`src/rtl/s2p_pkg.sv`:
```
// Shared types and sizing helpers for the serial-to-parallel deserialiser slice.
// Widths that depend on a module parameter are derived with the helper functions.
package s2p_pkg;

    localparam int S2P_WIDTH = 32'sd8;
    localparam int S2P_DEPTH = 32'sd4;
    localparam int CNT_W     = $clog2(S2P_WIDTH + 32'sd1);
    localparam int LVL_W     = $clog2(S2P_DEPTH + 32'sd1);

    typedef enum logic {
        IDLE    = 1'b0,
        COLLECT = 1'b1
    } s2p_st_e;

    typedef struct packed {
        logic [S2P_WIDTH-1:0] word;
        logic [CNT_W-1:0]     nbits;
        logic                 last;
    } s2p_word_t;

    // Bits needed to hold a count of 0..n inclusive.
    function automatic int clog2p1(input int n);
        return $clog2(n + 32'sd1);
    endfunction

endpackage

```
`src/rtl/s2p_fifo.sv`:
```
// Synchronous show-ahead FIFO whose head is held in a register, so the output
// is glitch-free and keeps its last value once the FIFO runs empty.
module s2p_fifo
    import s2p_pkg::*;
#(
    parameter int DW    = 32'sd8,
    parameter int DEPTH = 32'sd4
) (
    input  logic                        clk,
    input  logic                        rstn,
    input  logic                        push,
    input  logic [DW-1:0]               din,
    input  logic                        pop,
    output logic [DW-1:0]               dout,
    output logic                        vld,
    output logic                        full,
    output logic                        empty,
    output logic [clog2p1(DEPTH)-1:0]   lvl
);

    localparam int PW = $clog2(DEPTH);
    localparam int LW = clog2p1(DEPTH);

    logic [DW-1:0] mem_r [DEPTH];
    logic [PW-1:0] wr_ptr_r;
    logic [PW-1:0] rd_ptr_r;
    logic [LW-1:0] lvl_r;
    logic [LW-1:0] lvl_nxt_s;
    logic [DW-1:0] head_r;
    logic [DW-1:0] head_nxt_s;
    logic          vld_r;
    logic          full_s;
    logic          do_push_s;
    logic          do_pop_s;

    assign full_s    = (lvl_r == LW'(DEPTH));
    assign do_pop_s  = pop & vld_r;
    assign do_push_s = push & (~full_s | do_pop_s);

    // Next head and occupancy; a pop with one entry left hands the head straight to the incoming word.
    always_comb begin
        head_nxt_s = head_r;
        lvl_nxt_s  = lvl_r;
        if (do_pop_s) begin
            if (lvl_r > LW'(1)) begin
                head_nxt_s = mem_r[rd_ptr_r + PW'(1)];
            end else if (do_push_s) begin
                head_nxt_s = din;
            end else begin
                head_nxt_s = head_r;
            end
        end else if (do_push_s && (lvl_r == LW'(0))) begin
            head_nxt_s = din;
        end else begin
            head_nxt_s = head_r;
        end
        case ({do_push_s, do_pop_s})
            2'b10:   lvl_nxt_s = lvl_r + LW'(1);
            2'b01:   lvl_nxt_s = lvl_r - LW'(1);
            default: lvl_nxt_s = lvl_r;
        endcase
    end

    // Storage, pointers, occupancy and registered head.
    always_ff @(posedge clk or negedge rstn) begin
        if (!rstn) begin
            for (int i = 0; i < DEPTH; i++) begin
                mem_r[i] <= '0;
            end
            wr_ptr_r <= '0;
            rd_ptr_r <= '0;
            lvl_r    <= '0;
            head_r   <= '0;
            vld_r    <= 1'b0;
        end else begin
            if (do_push_s) begin
                mem_r[wr_ptr_r] <= din;
                wr_ptr_r        <= wr_ptr_r + PW'(1);
            end
            if (do_pop_s) begin
                rd_ptr_r <= rd_ptr_r + PW'(1);
            end
            lvl_r  <= lvl_nxt_s;
            head_r <= head_nxt_s;
            vld_r  <= (lvl_nxt_s != LW'(0));
        end
    end

    assign dout  = head_r;
    assign vld   = vld_r;
    assign full  = full_s;
    assign empty = ~vld_r;
    assign lvl   = lvl_r;

endmodule

```
`src/rtl/s2p_deser.sv`:
```
// Serial-to-parallel deserialiser: bit collection, frame termination with optional
// partial-word flush, and a sticky overflow flag in front of the output FIFO.
module s2p_deser
    import s2p_pkg::*;
#(
    parameter int WIDTH      = 32'sd8,
    parameter int DEPTH      = 32'sd4,
    parameter int MSB_FIRST  = 32'sd1,
    parameter int PART_FLUSH = 32'sd1
) (
    input  logic                        clk,
    input  logic                        rstn,
    input  logic                        sin_vld,
    input  logic                        sin,
    input  logic                        sin_last,
    output logic                        pout_vld,
    input  logic                        pout_rdy,
    output logic [WIDTH-1:0]            pout,
    output logic [clog2p1(WIDTH)-1:0]   pout_nbits,
    output logic                        pout_last,
    output logic [clog2p1(DEPTH)-1:0]   lvl,
    output logic                        ovf,
    input  logic                        ovf_clr
);

    localparam int CW = clog2p1(WIDTH);
    localparam int DW = WIDTH + CW + 32'sd1;
    localparam logic [WIDTH-1:0] ONE_BIT = {{(WIDTH-1){1'b0}}, 1'b1};
    localparam logic [WIDTH-1:0] TOP_BIT = {1'b1, {(WIDTH-1){1'b0}}};
    localparam logic FLUSH_EN = (PART_FLUSH != 32'sd0);
    localparam logic MSB_EN   = (MSB_FIRST != 32'sd0);

    typedef struct packed {
        logic [WIDTH-1:0] word;
        logic [CW-1:0]    nbits;
        logic             last;
    } word_t;

    s2p_st_e          st_r;
    s2p_st_e          st_nxt_s;
    logic [CW-1:0]    cnt_r;
    logic [CW-1:0]    cnt_nxt_s;
    logic [WIDTH-1:0] shreg_r;
    logic [WIDTH-1:0] shreg_nxt_s;
    logic [WIDTH-1:0] mask_s;
    logic [WIDTH-1:0] word_s;
    logic             at_end_s;
    logic             done_s;
    logic             push_s;
    logic             pop_s;
    logic             full_s;
    logic             empty_s;
    logic             fifo_vld_s;
    logic             ovf_r;
    word_t            push_ent_s;
    word_t            head_s;

    // The incoming bit merged into the word at its slot; untouched slots are still zero.
    always_comb begin
        mask_s     = MSB_EN ? (TOP_BIT >> cnt_r) : (ONE_BIT << cnt_r);
        word_s     = sin ? (shreg_r | mask_s) : (shreg_r & ~mask_s);
        at_end_s   = (cnt_r == CW'(WIDTH - 32'sd1));
        done_s     = sin_vld & (at_end_s | sin_last);
        push_s     = sin_vld & (at_end_s | (sin_last & FLUSH_EN));
        push_ent_s = '{word: word_s, nbits: cnt_r + CW'(1), last: sin_last};
    end

    // Collection FSM and bit counter; idle cycles hold everything.
    always_comb begin
        st_nxt_s    = st_r;
        cnt_nxt_s   = cnt_r;
        shreg_nxt_s = shreg_r;
        case (st_r)
            IDLE: begin
                if (sin_vld && !done_s) begin
                    st_nxt_s = COLLECT;
                end else begin
                    st_nxt_s = IDLE;
                end
            end
            COLLECT: begin
                if (done_s) begin
                    st_nxt_s = IDLE;
                end else begin
                    st_nxt_s = COLLECT;
                end
            end
            default: st_nxt_s = IDLE;
        endcase
        if (done_s) begin
            cnt_nxt_s   = '0;
            shreg_nxt_s = '0;
        end else if (sin_vld) begin
            cnt_nxt_s   = cnt_r + CW'(1);
            shreg_nxt_s = word_s;
        end else begin
            cnt_nxt_s   = cnt_r;
            shreg_nxt_s = shreg_r;
        end
    end

    // Collection state registers.
    always_ff @(posedge clk or negedge rstn) begin
        if (!rstn) begin
            st_r    <= IDLE;
            cnt_r   <= '0;
            shreg_r <= '0;
        end else begin
            st_r    <= st_nxt_s;
            cnt_r   <= cnt_nxt_s;
            shreg_r <= shreg_nxt_s;
        end
    end

    assign pop_s = pout_rdy & ~empty_s;

    // Sticky overflow: a drop in the same cycle as a clear wins.
    always_ff @(posedge clk or negedge rstn) begin
        if (!rstn) begin
            ovf_r <= 1'b0;
        end else if (push_s && full_s && !pop_s) begin
            ovf_r <= 1'b1;
        end else if (ovf_clr) begin
            ovf_r <= 1'b0;
        end else begin
            ovf_r <= ovf_r;
        end
    end

    s2p_fifo #(
        .DW    (DW),
        .DEPTH (DEPTH)
    ) u_fifo (
        .clk   (clk),
        .rstn  (rstn),
        .push  (push_s),
        .din   (push_ent_s),
        .pop   (pop_s),
        .dout  (head_s),
        .vld   (fifo_vld_s),
        .full  (full_s),
        .empty (empty_s),
        .lvl   (lvl)
    );

    assign pout_vld   = fifo_vld_s;
    assign pout       = head_s.word;
    assign pout_nbits = head_s.nbits;
    assign pout_last  = head_s.last;
    assign ovf        = ovf_r;

endmodule
```
`config.mk`:
```
export PLATFORM = sky130hd
export DESIGN_NAME = s2p_deser
export DESIGN_NICKNAME = d
export VERILOG_FILES = /design/src/rtl/s2p_pkg.sv /design/src/rtl/s2p_fifo.sv /design/src/rtl/s2p_deser.sv
export SDC_FILE = /design/constraint.sdc
export NUM_CORES = 1
export LEC_CHECK = 0
export CORE_AREA = 2 2 105 107
export CTS_CLUSTER_SIZE = 10
export DETAILED_ROUTE_END_ITERATION = 6
export DIE_AREA = 0 0 107 109
export MAX_ROUTING_LAYER = met4
export SLEW_MARGIN = 20
export SYNTH_ARGS = -nofsm -noshare
export SYNTH_HDL_FRONTEND = slang
export SYNTH_SLANG_ARGS = --single-unit
```
`constraint.sdc`:
```
create_clock -name clk -period 2.6 [get_ports clk]
set_input_delay 0.52 -clock clk [delete_from_list [all_inputs] [get_ports clk]]
set_output_delay 0.52 -clock clk [all_outputs]
set_load 0.1 [all_outputs]
```
==> run metrics <==
status=finished clean; Post-Synthesis Net Count=between 300 and 400; Final Max Slew Viols=0; die height=between 100 and 150 µm; post-route clock period utilization=a little over 90%; die width=roughly 110 µm; maximum vdd drop=563 µV; first-pass GRT wire length=between 10,000 and 15,000 µm; area of the multi-input gates=approximately 1800 µm²; CP arrival=between 2000 and 3000 ps; fillcell total=1,007; hold_ws=around 160 ps; vias in the first global route=around 2,800; Syn. warnings=0; CTS H-tree depth=3; GRT overflow=0; number of remaining DRC errors=0; final WL=roughly 8500 µm; drt wl/cell=approximately 16 µm; Distinct cells, synth=41; CP Capture Type=register; critical path required time=around 2800 ps; final core utilization=45.2%; Initial DRT Pass Iterations=4; row cnt=38; pwr dens=approximately 1100 nW/µm²; Layout area overhead=16.1%; EDFF count, synth=0; endpoints failing setup=0; pin count of the biggest net entering global routing=43; crit path launch type=input pin; Clock Sinks=86; Post-Syn Area per Cell=roughly 11 µm²; via count=around 2,800; DP Area=between 4000 and 5000 µm²; Seq/Total Area, Yosys=between 50% and 60%; cts bufs inserted=9; Mapped Cells=between 300 and 400; Antenna Nets Post-Route=0; root buf cell=clkbuf_8; Final Cell Area=4800 µm²; Total GRT Usage=between 10% and 20%; Slew @ Worst Pin=between 700 and 800 ps; Top FF cell, synth=dfrtp_1; CTS clk-pin slew, worst paths=around 90 ps; drt initial violations=between 150 and 200; detail-routed via count per cell=5.06; # diodes=0; CTS Buffer Depth=2; RSZ-0062 raised after global routing=false; R2R Path End=u_fifo.vld; Final Hold Fails=0; Die Area=approximately 12,000 µm²; Worst R2R Start=cnt_r[1]; dpl hpwl=a little under 6000 µm; MaxCap Viol Count=0; worst reg2reg setup slack=around 180 ps; post-CTS setup buffer count=0; Pleak=roughly 2.1 nW; worst-path fanout max=3; Post-Layout Cell Count=~550; initial antenna violation count=0; later-pin clock latency in the skew report=around 360 ps; CP Class=in -> reg; total power=between 5 and 6 mW; relative slew slack=between 40% and 50%; Starting Density=approximately two fifths; Fmax=around 0.4 GHz; layout cells sized above 1=a little over a fifth; CTS resizes=0; Clock Skews=around 17 ps; CTS tree=done; fin nets=around 420; Hold Crit Class=in -> async; flops & latches, synth=86; IO Port Bufs=24; io pins=25; Placer Congestion=about 0.73; core area=10,600 µm²; dpl cells=about 530; Final min period=about 2400 ps; ys async rst share=100%; Syn Std Cell Area=4130 µm²; Reg area=roughly 2200 µm²; # hold bufs at CTS=0; worst r2r path cells=10
layout make-up:
type | count | area share, %
Multi-Input combinational cell | 236 | 36.8
Sequential cell | 86 | 44.9
Timing Repair Buffer | 47 | 8.14
Clock inverter | 6 | 1.96
Tap cell | 140 | 3.65
Clock buffer | 10 | 2.87
Inverter | 20 | 1.67
flip-flops by register name, summed over array words and instances (netlist names):
name	flops
u_fifo.mem_r	52
u_fifo.wr_ptr_r	2
u_fifo.rd_ptr_r	2
u_fifo.dout	13
u_fifo.lvl	3
cnt_r	4
ovf	1
u_fifo.vld	1
shreg_r	8
cells by family (layout without fill, tap and decap cells):
group	after synthesis	after routing	synth area share, %
buffers and inverters	41	83	5.24
adders and majority gates	17	17	5.15
DFF	86	86	52.1
xor gates and xnor gates	4	4	0.848
muxes	24	24	9.90
AOI/OAI and AO/OA	99	99	17.1
and+or+nand+nor	92	92	9.69
critical path, cell delays in order:
cell	delay [ps]
clkdlybuf4s50_1	470
and4b_1	250
nor2_2	220
a31oi_4	50
buf_4	160
ha_1	190
nor2b_1	130
o31ai_1	240
o31ai_1	120
or3_1	310
layout by cell type, fill, tap and decap left out, drive strengths merged, types with 2 or more instances in the layout:
| cell | instances |
|---|---|
| nor2b | 2 |
| o221ai | 4 |
| o22ai | 12 |
| mux2 | 5 |
| nand2 | 70 |
| mux4 | 13 |
| o31ai | 2 |
| bufinv | 2 |
| o21ai | 52 |
| nand3 | 13 |
| a31oi | 6 |
| mux2i | 6 |
| inv | 21 |
| clkinv | 2 |
| clkbuf | 10 |
| clkdlybuf4s50 | 5 |
| nor2 | 2 |
| and2b | 2 |
| o311ai | 12 |
| dfrtp | 86 |
| a21oi | 6 |
| ha | 17 |
| xnor2 | 4 |
| buf | 42 |
metrics by stage:
step	setup TNS, ps	worst slack, ps
6_report	0	170
3_5_place_dp	-196	-196
4_1_cts	0	177
3_3_place_gp	-149	-149
5_1_grt	0	8.75
2_1_floorplan	0	37.2
synth_stat cells, drive strengths merged, types with 2 or more instances:
| cell type | number | share of area (%) |
|---|---|---|
| a21oi | 6 | 0.73 |
| a31oi | 6 | 1.3 |
| and2b | 2 | 0.42 |
| buf | 18 | 3.0 |
| clkbuf | 3 | 0.27 |
| dfrtp | 86 | 52 |
| ha | 17 | 5.1 |
| inv | 20 | 1.9 |
| mux2 | 5 | 1.4 |
| mux2i | 6 | 1.5 |
| mux4 | 13 | 7.1 |
| nand2 | 70 | 6.6 |
| nand3 | 13 | 1.6 |
| nor2 | 2 | 0.24 |
| nor2b | 2 | 0.30 |
| o21ai | 52 | 6.3 |
| o221ai | 4 | 2.5 |
| o22ai | 12 | 2.1 |
| o311ai | 12 | 2.7 |
| o31ai | 2 | 0.36 |
| xnor2 | 4 | 0.85 |
per-layer routing:
metal / vias up / share of wire (%) / global-route usage [%]
met5: - / 0 / -
met4: 0 / 2.5 / 8.53
met3: 16 / 2.9 / 2.93
met2: 43 / 46 / 24.7
met1: 1325 / 49 / 23.3
li1: 1373 / - / -
worst max path at each step:
stage,start,to,slack [ps],depth (start not counted)
final,sin_vld,u_fifo.vld,170,10
after global routing,cnt_r[1],u_fifo.vld,9,10
after CTS,cnt_r[1],u_fifo.vld,180,10
after detailed placement,sin_vld,u_fifo.vld,-200,10
after global placement,sin_vld,u_fifo.vld,-150,10
after floorplan,u_fifo.lvl[0],u_fifo.vld,40,8
power by group:
| part | total, mW | internal [mW] | switching, mW |
|---|---|---|---|
| registers | 2.07 | 1.76 | 0.314 |
| logic | 2.29 | 0.815 | 1.47 |
| clock network | 1.07 | 0.574 | 0.499 |
| total | 5.43 | 3.15 | 2.28 |
(Power assumes the default switching activity.)
